**src/rtl/sparse_idx_streamer_12.sv**
```systemverilog
// -----------------------------------------------------------------------------
// sparse_idx_streamer_12
//
// Expands a 12-bit nonzero mask into a stream of set-bit indices, lowest index
// first, one index per accepted output beat. Each beat carries the popcount of
// the whole mask and the beat's position within it. Valid/ready on both sides.
// A new mask can be accepted in the same cycle as the final beat of the
// previous one, so masks can be streamed with no gap between them.
//
// Optional feature macro: SPARSE_IDX_EMPTY_BEAT_EN
//   defined   : an all-zero mask produces one marker beat (out_empty_o=1).
//   undefined : an all-zero mask is consumed with no output beat.
//
// Ports
//   clk_i        clock, rising edge
//   rst_ni       asynchronous active-low reset
//   in_valid_i   in_mask_i is valid
//   in_ready_o   a new mask can be accepted this cycle
//   in_mask_i    [11:0] nonzero mask, bit i <-> element index i
//   out_valid_o  output beat is valid
//   out_ready_i  consumer accepts the current beat
//   out_idx_o    [3:0] index of the current set bit (0..11)
//   out_cnt_o    [3:0] popcount of the mask being streamed (0..12)
//   out_seq_o    [3:0] beat number within the mask (0..cnt-1)
//   out_last_o   current beat is the last beat of the mask
//   out_empty_o  current beat is an empty-mask marker
// -----------------------------------------------------------------------------
module sparse_idx_streamer_12 (
   input  logic        clk_i,
   input  logic        rst_ni,
   input  logic        in_valid_i,
   output logic        in_ready_o,
   input  logic [11:0] in_mask_i,
   output logic        out_valid_o,
   input  logic        out_ready_i,
   output logic [3:0]  out_idx_o,
   output logic [3:0]  out_cnt_o,
   output logic [3:0]  out_seq_o,
   output logic        out_last_o,
   output logic        out_empty_o
);

`ifdef SPARSE_IDX_EMPTY_BEAT_EN
   typedef enum logic [1:0] {
      ST_IDLE   = 2'd0,
      ST_STREAM = 2'd1,
      ST_EMPTY  = 2'd2
   } state_e;
`else
   typedef enum logic [1:0] {
      ST_IDLE   = 2'd0,
      ST_STREAM = 2'd1
   } state_e;
`endif

   state_e      state_q, state_d;
   logic [11:0] rem_q, rem_d;
   logic [3:0]  cnt_q, cnt_d;
   logic [3:0]  seq_q, seq_d;

   logic [3:0]  low_idx;
   logic        rem_one_hot;
   logic        accept;
   logic        beat_xfer;

   // exact population count of a 12-bit vector (0..12 fits in 4 bits)
   function automatic logic [3:0] popcnt12(input logic [11:0] v);
      logic [3:0] sum;
      sum = 4'd0;
      for (int i = 0; i < 12; i++) begin
         sum = sum + {3'b000, v[i]};
      end
      return sum;
   endfunction

   // priority encoder: scanning from the top down leaves the lowest set index
   always_comb begin
      low_idx = 4'd0;
      for (int i = 11; i >= 0; i--) begin
         if (rem_q[i]) begin
            low_idx = i[3:0];
         end
      end
   end

   // exactly one bit left: nonzero and clearing the lowest bit leaves nothing
   assign rem_one_hot = (rem_q != 12'd0) && ((rem_q & (rem_q - 12'd1)) == 12'd0);

   // ---------------------------------------------------------------------------
   // outputs
   // ---------------------------------------------------------------------------
   always_comb begin
      in_ready_o  = 1'b0;
      out_valid_o = 1'b0;
      out_idx_o   = 4'd0;
      out_cnt_o   = 4'd0;
      out_seq_o   = 4'd0;
      out_last_o  = 1'b0;
      out_empty_o = 1'b0;
      case (state_q)
         ST_IDLE: begin
            in_ready_o = 1'b1;
         end
         ST_STREAM: begin
            out_valid_o = 1'b1;
            out_idx_o   = low_idx;
            out_cnt_o   = cnt_q;
            out_seq_o   = seq_q;
            out_last_o  = rem_one_hot;
            // next mask may only enter as the final beat leaves
            in_ready_o  = out_ready_i && rem_one_hot;
         end
`ifdef SPARSE_IDX_EMPTY_BEAT_EN
         ST_EMPTY: begin
            out_valid_o = 1'b1;
            out_last_o  = 1'b1;
            out_empty_o = 1'b1;
            in_ready_o  = out_ready_i;
         end
`endif
         default: begin
            in_ready_o = 1'b1;
         end
      endcase
   end

   assign accept    = in_valid_i && in_ready_o;
   assign beat_xfer = out_valid_o && out_ready_i;

   // ---------------------------------------------------------------------------
   // next state
   // ---------------------------------------------------------------------------
   always_comb begin
      state_d = state_q;
      rem_d   = rem_q;
      cnt_d   = cnt_q;
      seq_d   = seq_q;

      case (state_q)
         ST_STREAM: begin
            if (beat_xfer) begin
               rem_d = rem_q & (rem_q - 12'd1);
               seq_d = seq_q + 4'd1;
               if (rem_one_hot) begin
                  state_d = ST_IDLE;
               end
            end
         end
`ifdef SPARSE_IDX_EMPTY_BEAT_EN
         ST_EMPTY: begin
            if (beat_xfer) begin
               state_d = ST_IDLE;
            end
         end
`endif
         default: ;
      endcase

      // a newly accepted mask overrides the end-of-mask return to idle
      if (accept) begin
         rem_d = in_mask_i;
         cnt_d = popcnt12(in_mask_i);
         seq_d = 4'd0;
         if (in_mask_i != 12'd0) begin
            state_d = ST_STREAM;
         end else begin
`ifdef SPARSE_IDX_EMPTY_BEAT_EN
            state_d = ST_EMPTY;
`else
            state_d = ST_IDLE;
`endif
         end
      end
   end

   always_ff @(posedge clk_i or negedge rst_ni) begin
      if (!rst_ni) begin
         state_q <= ST_IDLE;
         rem_q   <= 12'd0;
         cnt_q   <= 4'd0;
         seq_q   <= 4'd0;
      end else begin
         state_q <= state_d;
         rem_q   <= rem_d;
         cnt_q   <= cnt_d;
         seq_q   <= seq_d;
      end
   end

endmodule
```
**config.mk**
```make
export PLATFORM = sky130hd
export DESIGN_NAME = sparse_idx_streamer_12
export DESIGN_NICKNAME = d
export VERILOG_FILES = /design/src/rtl/sparse_idx_streamer_12.sv
export SDC_FILE = /design/constraint.sdc
export NUM_CORES = 1
export LEC_CHECK = 0
export ABC_AREA = 1
export BUFFER_PORTS_ARGS = -buffer_cell sky130_fd_sc_hd__buf_4
export CAP_MARGIN = 20
export CORE_MARGIN = 2
export CORE_UTILIZATION = 29
export CTS_BUF_LIST = sky130_fd_sc_hd__clkbuf_8
export CTS_CLUSTER_DIAMETER = 50
export DETAILED_ROUTE_END_ITERATION = 10
export PLACE_DENSITY = 0.57
export SYNTH_ARGS = -nofsm -noshare
export SYNTH_HDL_FRONTEND = slang
export SYNTH_SLANG_ARGS = --single-unit
```
**constraint.sdc**
```tcl
create_clock -name clk_i -period 3.6 [get_ports clk_i]
set_input_delay 0.72 -clock clk_i [delete_from_list [all_inputs] [get_ports clk_i]]
set_output_delay 0.72 -clock clk_i [all_outputs]
set_load 0.05 [all_outputs]
```
Word level (Yosys, flattened, before mapping)
Cells that the tools add are included.
{"block": "word_totals", "in_bits": 16, "regBits": 22, "output_inout_bits": 16, "wordCells": 60}
{"block": "classes", "eq_ne": 1, "bitwise_logic": 1, "mux": 29, "addsub": 13, "n_reduce_logical": 12}
{"operator": "$mux 4", "n": 18}
{"operator": "$mux 12", "n": 3}
{"operator": "$add 4x1->4", "n": 8}
{"operator": "$reduce_bool 12->1", "n": 2}
{"operator": "$and 12x12->12", "n": 1}
{"operator": "$logic_not 12->1", "n": 1}
{"operator": "$sub 12x1->12 const B", "n": 1}
{"operator": "$mux 2", "n": 4}
{"operator": "$reduce_bool 2->1", "n": 3}
{"operator": "$add 3x1->4", "n": 1}
{"operator": "$add 4x1->4 const B", "n": 1}
{"operator": "$logic_and 1x1->1", "n": 4}
{"operator": "$mux 1", "n": 4}
{"operator": "$add 2x1->3", "n": 1}
{"operator": "$reduce_and 3->1", "n": 1}
{"operator": "$add 1x1->2", "n": 1}
{"operator": "$eq 2x1->1 const B", "n": 1}
{"operator": "$reduce_and 2->1", "n": 1}

Longest topological paths before layout
Gate-level depths: netlist of the first run.
{"block": "depth", "depth_word": 13, "depth_mapped": 14, "depth_no_buf": 13}

Least setup slack after synthesis of the first run
OpenSTA, ideal clock, no wires.
{"block": "synth_path", "path_kind": "input -> register", "start": "input in_mask_i[0]", "end": "register cnt_q[2]", "slack_ps": -36, "t_arrival_ps": 3514, "n_path_buf": 0, "setup_time_ps": 123, "required_ps": 3477, "path_stages": 10, "path_cell_list": "fa_1 > inv_1 > fa_1 > fa_1 > fa_1 > inv_1 > ha_1 > fa_1 > xnor2_1 > o21ai_1"}
{"block": "synth_between", "elab_chain_cells": 11}
{"element": "start, declared", "line": "33", "source": "input logic [11:0] in_mask_i,"}
{"element": "$add 1x1->2", "line": "71", "source": "sum = sum + {3'b000, v[i]};"}
{"element": "$add 2x1->3", "line": "71"}
{"element": "$add 3x1->4", "line": "71"}
{"element": "$add 4x1->4 (8 in a row)", "line": "71"}
{"element": "end signal, assigned", "line": "185", "source": "cnt_q <= cnt_d;"}
{"element": "end, declared", "line": "58", "source": "logic [3:0] cnt_q, cnt_d;"}
Every way passes these cells.
A chain may end at the register's enable or synchronous reset.

Worst setup path in the final report of the first run
{"block": "layout_path", "start": "input in_mask_i[0]", "end": "register cnt_q[1]"}
The elaborated chain is that of the path after synthesis.

==> results of run 1 <==
## sequential cells by signal, summed over array words and instances, names as in the netlist
| signal | cells |
|---|---|
| cnt_q | 4 |
| rem_q | 12 |
| seq_q | 4 |
| state_q | 1 |
## cell usage after synthesis (2+ instances only)
cell type / number
sky130_fd_sc_hd__nand3_1: 31
sky130_fd_sc_hd__dfrtp_1: 21
sky130_fd_sc_hd__nand2_2: 4
sky130_fd_sc_hd__fa_1: 7
sky130_fd_sc_hd__xor2_1: 2
sky130_fd_sc_hd__nand4_1: 4
sky130_fd_sc_hd__nor3_1: 3
sky130_fd_sc_hd__nor2_2: 2
sky130_fd_sc_hd__a21oi_1: 5
sky130_fd_sc_hd__buf_4: 2
sky130_fd_sc_hd__o21ai_2: 3
sky130_fd_sc_hd__inv_1: 43
sky130_fd_sc_hd__o21ai_0: 4
sky130_fd_sc_hd__inv_2: 2
sky130_fd_sc_hd__buf_6: 2
sky130_fd_sc_hd__nand2_1: 77
sky130_fd_sc_hd__nor4_1: 2
sky130_fd_sc_hd__ha_1: 6
sky130_fd_sc_hd__clkbuf_1: 3
sky130_fd_sc_hd__nor2_1: 15
## worst max-delay path by stage
stage | start | to | slack, ns | cells past startpoint
after floorplan | in_mask_i[0] | cnt_q[1]$_DFFE_PN0P_ | 0.01 | 10
after global placement | in_mask_i[0] | cnt_q[2]$_DFFE_PN0P_ | -0.15 | 11
after detailed placement | in_mask_i[0] | cnt_q[1]$_DFFE_PN0P_ | -0.19 | 11
after CTS | in_mask_i[0] | cnt_q[1]$_DFFE_PN0P_ | 0.09 | 11
after global routing | in_mask_i[9] | cnt_q[1]$_DFFE_PN0P_ | 0.02 | 11
final | in_mask_i[0] | cnt_q[1]$_DFFE_PN0P_ | 0.13 | 11
## stage by stage
step,instance area (µm²),hold WS [ns],cells
finish,2040,0.323,348
detailed placement,1990,0.466,344
global route,2040,0.337,348
global placement,1990,0.468,344
CTS,2040,0.332,348
floorplan,1700,0.424,246
## timing repair
action                                 4_1_cts  5_1_grt
setup endpoints to repair                    0        2
hold buffers                                 0        0
resized for setup                            0        2
endpoints found under the hold margin        0        0
## kinds of logic (layout without fill, tap and decap cells)
family	count (synthesis)	after routing	share of synthesized area, %
and+or+nand+nor	139	139	35.5
AOI/OAI and AO/OA	16	16	5.77
xor gates and xnor gates	3	3	1.55
adders and majority gates	13	13	12.7
other	1	1	0.222
buffers and inverters	53	83	13.2
DFF	21	21	31.0
## layout make-up
class                           count  area (µm²)  share of cell area [%]
Multi-Input combinational cell    172         950                    46.6
Timing Repair Buffer               34         255                    12.5
Tap cell                           72        90.1                    4.42
Clock buffer                        3        41.3                    2.03
Clock inverter                      1        7.51                   0.368
Inverter                           45         169                    8.29
Sequential cell                    21         526                    25.8
## metal layers
layer	up-vias	track usage (%)	part of all wire [%]
met5	-	0	0
met2	27	19.1	41
met1	698	19.8	54
met3	5	1.35	2.9
met4	0	5.08	1.6
li1	821	-	-
==> impl_metrics.prom, run 1 <==
# TYPE chip_impl_metric gauge
chip_impl_metric{name="proportion_of_layout_cells_with_a_drive_suffix_above_1",unit="%"} 19.2
chip_impl_metric{name="postLayoutCoreUtil",unit="%"} 36.6
chip_impl_metric{name="synthesis.area",unit="µm²"} 1690
chip_impl_metric{name="post_place_worst_slack",unit="ns"} -0.194
chip_impl_info{name="reg2reg_from",value="rem_q[4]$_DFFE_PN0P_"} 1
chip_impl_metric{name="synth_seq_cells",unit=""} 21
chip_impl_metric{name="die_h",unit="µm"} 80.4
chip_impl_metric{name="grt_start_max_net_pins",unit=""} 22
chip_impl_metric{name="boundaryPins",unit=""} 32
chip_impl_metric{name="antenna_found_initial",unit=""} 0
chip_impl_metric{name="max_freq",unit="MHz"} 288
chip_impl_metric{name="num_vias",unit=""} 1551
chip_impl_metric{name="start_util",unit="%"} 30.4
chip_impl_metric{name="clkLatencyLatePin",unit="ns"} 0.27
chip_impl_metric{name="area.growth.synth_to_final",unit="%"} 20.4
chip_impl_metric{name="setup_viol",unit=""} 0
chip_impl_metric{name="synthesis.area_per_instance",unit="µm²"} 6.88
chip_impl_metric{name="io_buffers",unit=""} 30
chip_impl_metric{name="postSynth.asyncResetShare",unit="%"} 100
chip_impl_info{name="timing.critical_path.max_delay_family",value="adder cells"} 1
chip_impl_metric{name="hpwl",unit="µm"} 3150
chip_impl_metric{name="clock-sinks",unit=""} 21
chip_impl_metric{name="cts_max_path_buffers",unit=""} 2
chip_impl_info{name="tritoncts",value="yes"} 1
chip_impl_info{name="netlist.top_cell.by_area",value="sky130_fd_sc_hd__dfrtp_1"} 1
chip_impl_metric{name="crit_buf_inv",unit=""} 3
chip_impl_info{name="crit_type",value="primary input to flip-flop"} 1
chip_impl_info{name="start_kind",value="primary input"} 1
chip_impl_metric{name="finish.net_count",unit=""} 306
chip_impl_metric{name="arrival",unit="ns"} 3.68
chip_impl_metric{name="fp_rows",unit=""} 27
chip_impl_metric{name="die_area",unit="µm²"} 6460
chip_impl_metric{name="cts.clk_slew.worst_paths",unit="ns"} 0.08
chip_impl_metric{name="timing.final.crit_period",unit="ns"} 3.47
chip_impl_metric{name="tns",unit="ns"} 0
chip_impl_metric{name="wire_length_of_the_first_global_routing_pass",unit="µm"} 6730
chip_impl_metric{name="drv.max_cap_violation_count",unit=""} 0
chip_impl_info{name="leading_post_synthesis_cells_by_cell_area",value="sky130_fd_sc_hd__dfrtp_1 31%, sky130_fd_sc_hd__nand2_1 17%, sky130_fd_sc_hd__inv_1 9.5%"} 1
chip_impl_metric{name="final_hold_viol_count",unit=""} 0
chip_impl_metric{name="finalCritPeriodShare",unit="%"} 96.4
chip_impl_metric{name="cp_data_required_time",unit="ns"} 3.81
chip_impl_metric{name="core_area",unit="µm²"} 5570
chip_impl_metric{name="sequential_share_of_the_synthesized_area",unit="%"} 31.0
chip_impl_metric{name="ff2ff_setup_slack",unit="ns"} 1.42
chip_impl_metric{name="gr-usage-all-layers",unit="%"} 13.2
chip_impl_info{name="cts_root_buffer",value="sky130_fd_sc_hd__clkbuf_8"} 1
chip_impl_metric{name="routed_wirelength",unit="µm"} 3860
chip_impl_metric{name="grt_remaining_overflow",unit=""} 0
chip_impl_metric{name="fillers",unit=""} 627
chip_impl_info{name="primary_ff_master_synth",value="sky130_fd_sc_hd__dfrtp_1"} 1
chip_impl_metric{name="synth.top_cell.area_share",unit="%"} 31.0
chip_impl_metric{name="worstPathMaxFanout",unit=""} 2
chip_impl_metric{name="number_of_library_cell_types_mapped_by_synthesis",unit=""} 28
chip_impl_metric{name="fin_worst_skew",unit="ns"} 0.00329
chip_impl_metric{name="final-max-slew-violation-count",unit=""} 0
chip_impl_info{name="cpMaxStageDelayCell",value="sky130_fd_sc_hd__fa_1"} 1
chip_impl_metric{name="netlist_instances",unit=""} 246
chip_impl_metric{name="cts_made_buffers",unit=""} 3
chip_impl_metric{name="post-cts-setup-buffers",unit=""} 0
chip_impl_info{name="rr_endpoint",value="rem_q[7]$_DFFE_PN0P_"} 1
chip_impl_metric{name="post-route-worst-setup-slack",unit="ns"} 0.131
chip_impl_metric{name="number_of_enable_flip_flop_cells_after_synthesis",unit=""} 0
chip_impl_metric{name="dr.first_iter.drc_count",unit=""} 63
chip_impl_metric{name="viasPerCell",unit=""} 4.46
chip_impl_metric{name="ctsHtreeMaxLevel",unit=""} 1
chip_impl_metric{name="critical-path-max-stage-delay",unit="ns"} 0.52
chip_impl_info{name="path_common_cell",value="sky130_fd_sc_hd__fa_1"} 1
chip_impl_metric{name="syn_nets",unit=""} 275
chip_impl_metric{name="floorplan.die.width",unit="µm"} 80.4
chip_impl_metric{name="final_antenna_net_count",unit=""} 0
chip_impl_info{name="crit_path_cell_trace",value="buf_4 -> fa_1 -> inv_1 -> fa_1 -> fa_1 -> fa_1 -> inv_1 -> ha_2 -> fa_2 -> nand2_1 -> nand2_1"} 1
chip_impl_info{name="timing.critical_path.to_type",value="flip-flop"} 1
chip_impl_metric{name="reg2reg_depth",unit=""} 11
chip_impl_metric{name="diodes",unit=""} 0
chip_impl_metric{name="route.detailed.wl_per_inst",unit="µm"} 11.1
chip_impl_info{name="timing.hold.worst.class",value="primary input to asynchronous set/reset pin"} 1
chip_impl_info{name="layout_common_cells",value="77 x sky130_fd_sc_hd__nand2_1, 42 x sky130_fd_sc_hd__inv_1, 34 x sky130_fd_sc_hd__buf_4"} 1
chip_impl_info{name="layout.cells.most_common",value="sky130_fd_sc_hd__nand2_1"} 1
chip_impl_metric{name="yosysWarningCount",unit=""} 0
chip_impl_metric{name="grt_pass1_vias",unit=""} 1500
chip_impl_metric{name="first_pass_iters",unit=""} 4
chip_impl_metric{name="remaining_drc_errors",unit=""} 0
chip_impl_metric{name="place_congestion",unit=""} 0.813
chip_impl_info{name="status",value="finished clean"} 1
chip_impl_info{name="grt_setup_unrepaired",value="false"} 1
Power of run 1 is not shown: default switching activity piles up to over one toggle a cycle in this logic, so the estimate is an artifact.
==> run 2: changes to the inputs <==
--- a/config.mk
+++ b/config.mk
@@ -13,7 +13,8 @@
 export CTS_BUF_LIST = sky130_fd_sc_hd__clkbuf_8
 export CTS_CLUSTER_DIAMETER = 50
 export DETAILED_ROUTE_END_ITERATION = 10
-export PLACE_DENSITY = 0.57
+export PLACE_DENSITY = 0.45
+export SLEW_MARGIN = 10
 export SYNTH_ARGS = -nofsm -noshare
 export SYNTH_HDL_FRONTEND = slang
 export SYNTH_SLANG_ARGS = --single-unit
==> run 2 against run 1 <==
Non-clock buffer count is 1 higher. Maximum frequency fell by 1.1%. Sequential share of layout area barely moved. Via count fell by 0.58%. Sequential cell count is the same. Hold slack better by 0.0039 ns. Core utilization about the same. Design area is 0.12% higher. Largest cell class unchanged. Highest routed layer unchanged.
==> impl_metrics.prom, run 2 (synthesis gave the netlist of run 1 again) <==
# TYPE chip_impl_metric gauge
chip_impl_metric{name="routed_wirelength",unit="µm"} 4090
chip_impl_info{name="timing.hold.worst.class",value="primary input to asynchronous set/reset pin"} 1
chip_impl_metric{name="worstPathMaxFanout",unit=""} 2
chip_impl_metric{name="hpwl",unit="µm"} 3310
chip_impl_metric{name="cts_repair_resize_count",unit=""} 0
chip_impl_metric{name="post-route-worst-setup-slack",unit="ns"} 0.0925
chip_impl_info{name="timing.critical_path.to_type",value="flip-flop"} 1
chip_impl_metric{name="number_of_flip_flops_under_the_largest_register_name",unit=""} 12
chip_impl_info{name="crit_type",value="primary input to flip-flop"} 1
chip_impl_metric{name="dpl.cell_count",unit=""} 345
chip_impl_info{name="start_kind",value="primary input"} 1
chip_impl_metric{name="io_buffers",unit=""} 30
chip_impl_metric{name="area.growth.synth_to_final",unit="%"} 20.5
chip_impl_metric{name="boundaryPins",unit=""} 32
chip_impl_metric{name="final_antenna_net_count",unit=""} 0
chip_impl_metric{name="grt_pass1_vias",unit=""} 1508
chip_impl_metric{name="timing.final.crit_period",unit="ns"} 3.51
chip_impl_metric{name="final_hold_viol_count",unit=""} 0
chip_impl_metric{name="remaining_drc_errors",unit=""} 0
chip_impl_info{name="grt_setup_unrepaired",value="false"} 1
chip_impl_info{name="tritoncts",value="yes"} 1
chip_impl_metric{name="drv.max_cap_violation_count",unit=""} 0
chip_impl_metric{name="finalCritPeriodShare",unit="%"} 97.4
chip_impl_metric{name="ctsHtreeMaxLevel",unit=""} 1
chip_impl_info{name="reg.largest.list",value="rem_q: 12 flops, cnt_q: 4 flops, seq_q: 4 flops"} 1
chip_impl_metric{name="arrival",unit="ns"} 3.71
chip_impl_metric{name="viasPerCell",unit=""} 4.42
chip_impl_info{name="cts_root_buffer",value="sky130_fd_sc_hd__clkbuf_8"} 1
chip_impl_metric{name="grt_remaining_overflow",unit=""} 0
chip_impl_info{name="status",value="finished clean"} 1
chip_impl_metric{name="slew_headroom",unit="%"} 65.9
chip_impl_metric{name="cts_hold_buffers",unit=""} 0
chip_impl_metric{name="first_pass_iters",unit=""} 4
chip_impl_metric{name="least_margin_pin_slew",unit="ns"} 0.511
chip_impl_metric{name="fp_rows",unit=""} 27
chip_impl_metric{name="cts.clk_slew.worst_paths",unit="ns"} 0.08
chip_impl_metric{name="clkLatencyLatePin",unit="ns"} 0.26
chip_impl_info{name="registers.top_by_ff_count",value="rem_q"} 1
chip_impl_metric{name="start_util",unit="%"} 30.4
chip_impl_metric{name="gr-usage-all-layers",unit="%"} 14.2
chip_impl_metric{name="die_h",unit="µm"} 80.4
chip_impl_metric{name="die_area",unit="µm²"} 6460
chip_impl_metric{name="grt_start_max_net_pins",unit=""} 22
chip_impl_metric{name="cts_made_buffers",unit=""} 3
chip_impl_info{name="reg2reg_from",value="rem_q[7]$_DFFE_PN0P_"} 1
chip_impl_metric{name="final-max-slew-violation-count",unit=""} 0
chip_impl_metric{name="floorplan.die.width",unit="µm"} 80.4
chip_impl_metric{name="cp_data_required_time",unit="ns"} 3.81
chip_impl_metric{name="diodes",unit=""} 0
chip_impl_metric{name="max_freq",unit="MHz"} 285
chip_impl_metric{name="place_congestion",unit=""} 0.762
chip_impl_metric{name="route.detailed.wl_per_inst",unit="µm"} 11.7
chip_impl_info{name="path_common_cell",value="sky130_fd_sc_hd__fa_1"} 1
chip_impl_metric{name="core_area",unit="µm²"} 5570
chip_impl_metric{name="num_vias",unit=""} 1542
chip_impl_metric{name="dr.first_iter.drc_count",unit=""} 73
chip_impl_info{name="worst_setup_path_startpoint",value="in_mask_i[0]"} 1
chip_impl_metric{name="critical-path-max-stage-delay",unit="ns"} 0.53
chip_impl_info{name="cpMaxStageDelayCell",value="sky130_fd_sc_hd__fa_1"} 1
chip_impl_metric{name="layout.cells.non_filler",unit=""} 349
chip_impl_metric{name="cts_max_path_buffers",unit=""} 2
chip_impl_metric{name="final.hold.worst_slack",unit="ns"} 0.327
chip_impl_info{name="crit_path_cell_trace",value="buf_4 -> fa_1 -> inv_1 -> fa_1 -> fa_1 -> fa_1 -> inv_1 -> ha_1 -> fa_2 -> nand2_1 -> nand2_1"} 1
chip_impl_metric{name="setup_viol",unit=""} 0
chip_impl_info{name="layout.cells.most_common",value="sky130_fd_sc_hd__nand2_1"} 1
chip_impl_metric{name="fin_worst_skew",unit="ns"} 0.00185
chip_impl_metric{name="finish.net_count",unit=""} 307
chip_impl_metric{name="post-cts-setup-buffers",unit=""} 0
chip_impl_metric{name="clock-sinks",unit=""} 21
chip_impl_metric{name="proportion_of_layout_cells_with_a_drive_suffix_above_1",unit="%"} 18.8
chip_impl_metric{name="wire_length_of_the_first_global_routing_pass",unit="µm"} 7150
chip_impl_info{name="layout_common_cells",value="77 x sky130_fd_sc_hd__nand2_1, 43 x sky130_fd_sc_hd__inv_1, 35 x sky130_fd_sc_hd__buf_4"} 1
chip_impl_metric{name="post_place_worst_slack",unit="ns"} -0.202
chip_impl_metric{name="antenna_found_initial",unit=""} 0
[run 2: cell types whose count changed in the layout (fill, tap and decap cells not counted)]
| cell | change |
|---|---|
| sky130_fd_sc_hd__clkinv_2 | +1 |
| sky130_fd_sc_hd__inv_2 | -1 |
| sky130_fd_sc_hd__ha_1 | +1 |
| sky130_fd_sc_hd__buf_4 | +1 |
| sky130_fd_sc_hd__clkinvlp_4 | -1 |
| sky130_fd_sc_hd__inv_1 | +1 |
| sky130_fd_sc_hd__ha_2 | -1 |
[run 2: path summary, 6_finish.rpt]
check	slack (ns)	depth (start not counted)	to
setup / recovery	0.09	11	cnt_q[1]$_DFFE_PN0P_
hold / removal	0.33	1	cnt_q[0]$_DFFE_PN0P_
setup reg to reg	1.40	13	rem_q[8]$_DFFE_PN0P_
hold reg to reg	0.49	2	cnt_q[1]$_DFFE_PN0P_
max in group asynchronous	3.05	1	rem_q[7]$_DFFE_PN0P_
min in group clk_i	0.49	2	cnt_q[1]$_DFFE_PN0P_
[run 2: cell type report]
type / instances / area, µm²
Sequential cell: 21 / 526
Clock buffer: 3 / 41.3
Multi-Input combinational cell: 172 / 947
Timing Repair Buffer: 35 / 263
Clock inverter: 1 / 5.00
Tap cell: 72 / 90.1
Inverter: 45 / 169
Fill cell: 634 / 3530
[run 2: critical path, delay by kind of cell]
family	cells	cell delay, ns
buffers and inverters	3	0.21
and+or+nand+nor	2	0.11
adders and majority gates	6	2.69
[run 2: stage by stage]
| step | instance area (µm²) | setup TNS [ns] | util [%] |
|---|---|---|---|
| after detailed placement | 1990 | -0.395 | 35.8 |
| after global routing | 2040 | 0 | 36.6 |
| after floorplan | 1700 | 0 | - |
| final | 2040 | 0 | 36.6 |
| after CTS | 2040 | 0 | 36.6 |
| after global placement | 1990 | -0.324 | 35.8 |
[run 2: metal layers]
layer	track usage, %	wire (µm)	vias to the layer above
met5	0	0	-
met1	21.5	2150	677
met4	6.27	91	0
li1	-	-	823
met3	1.46	146	9
met2	20.0	1700	33
Power of run 2 is left out for the same reason.
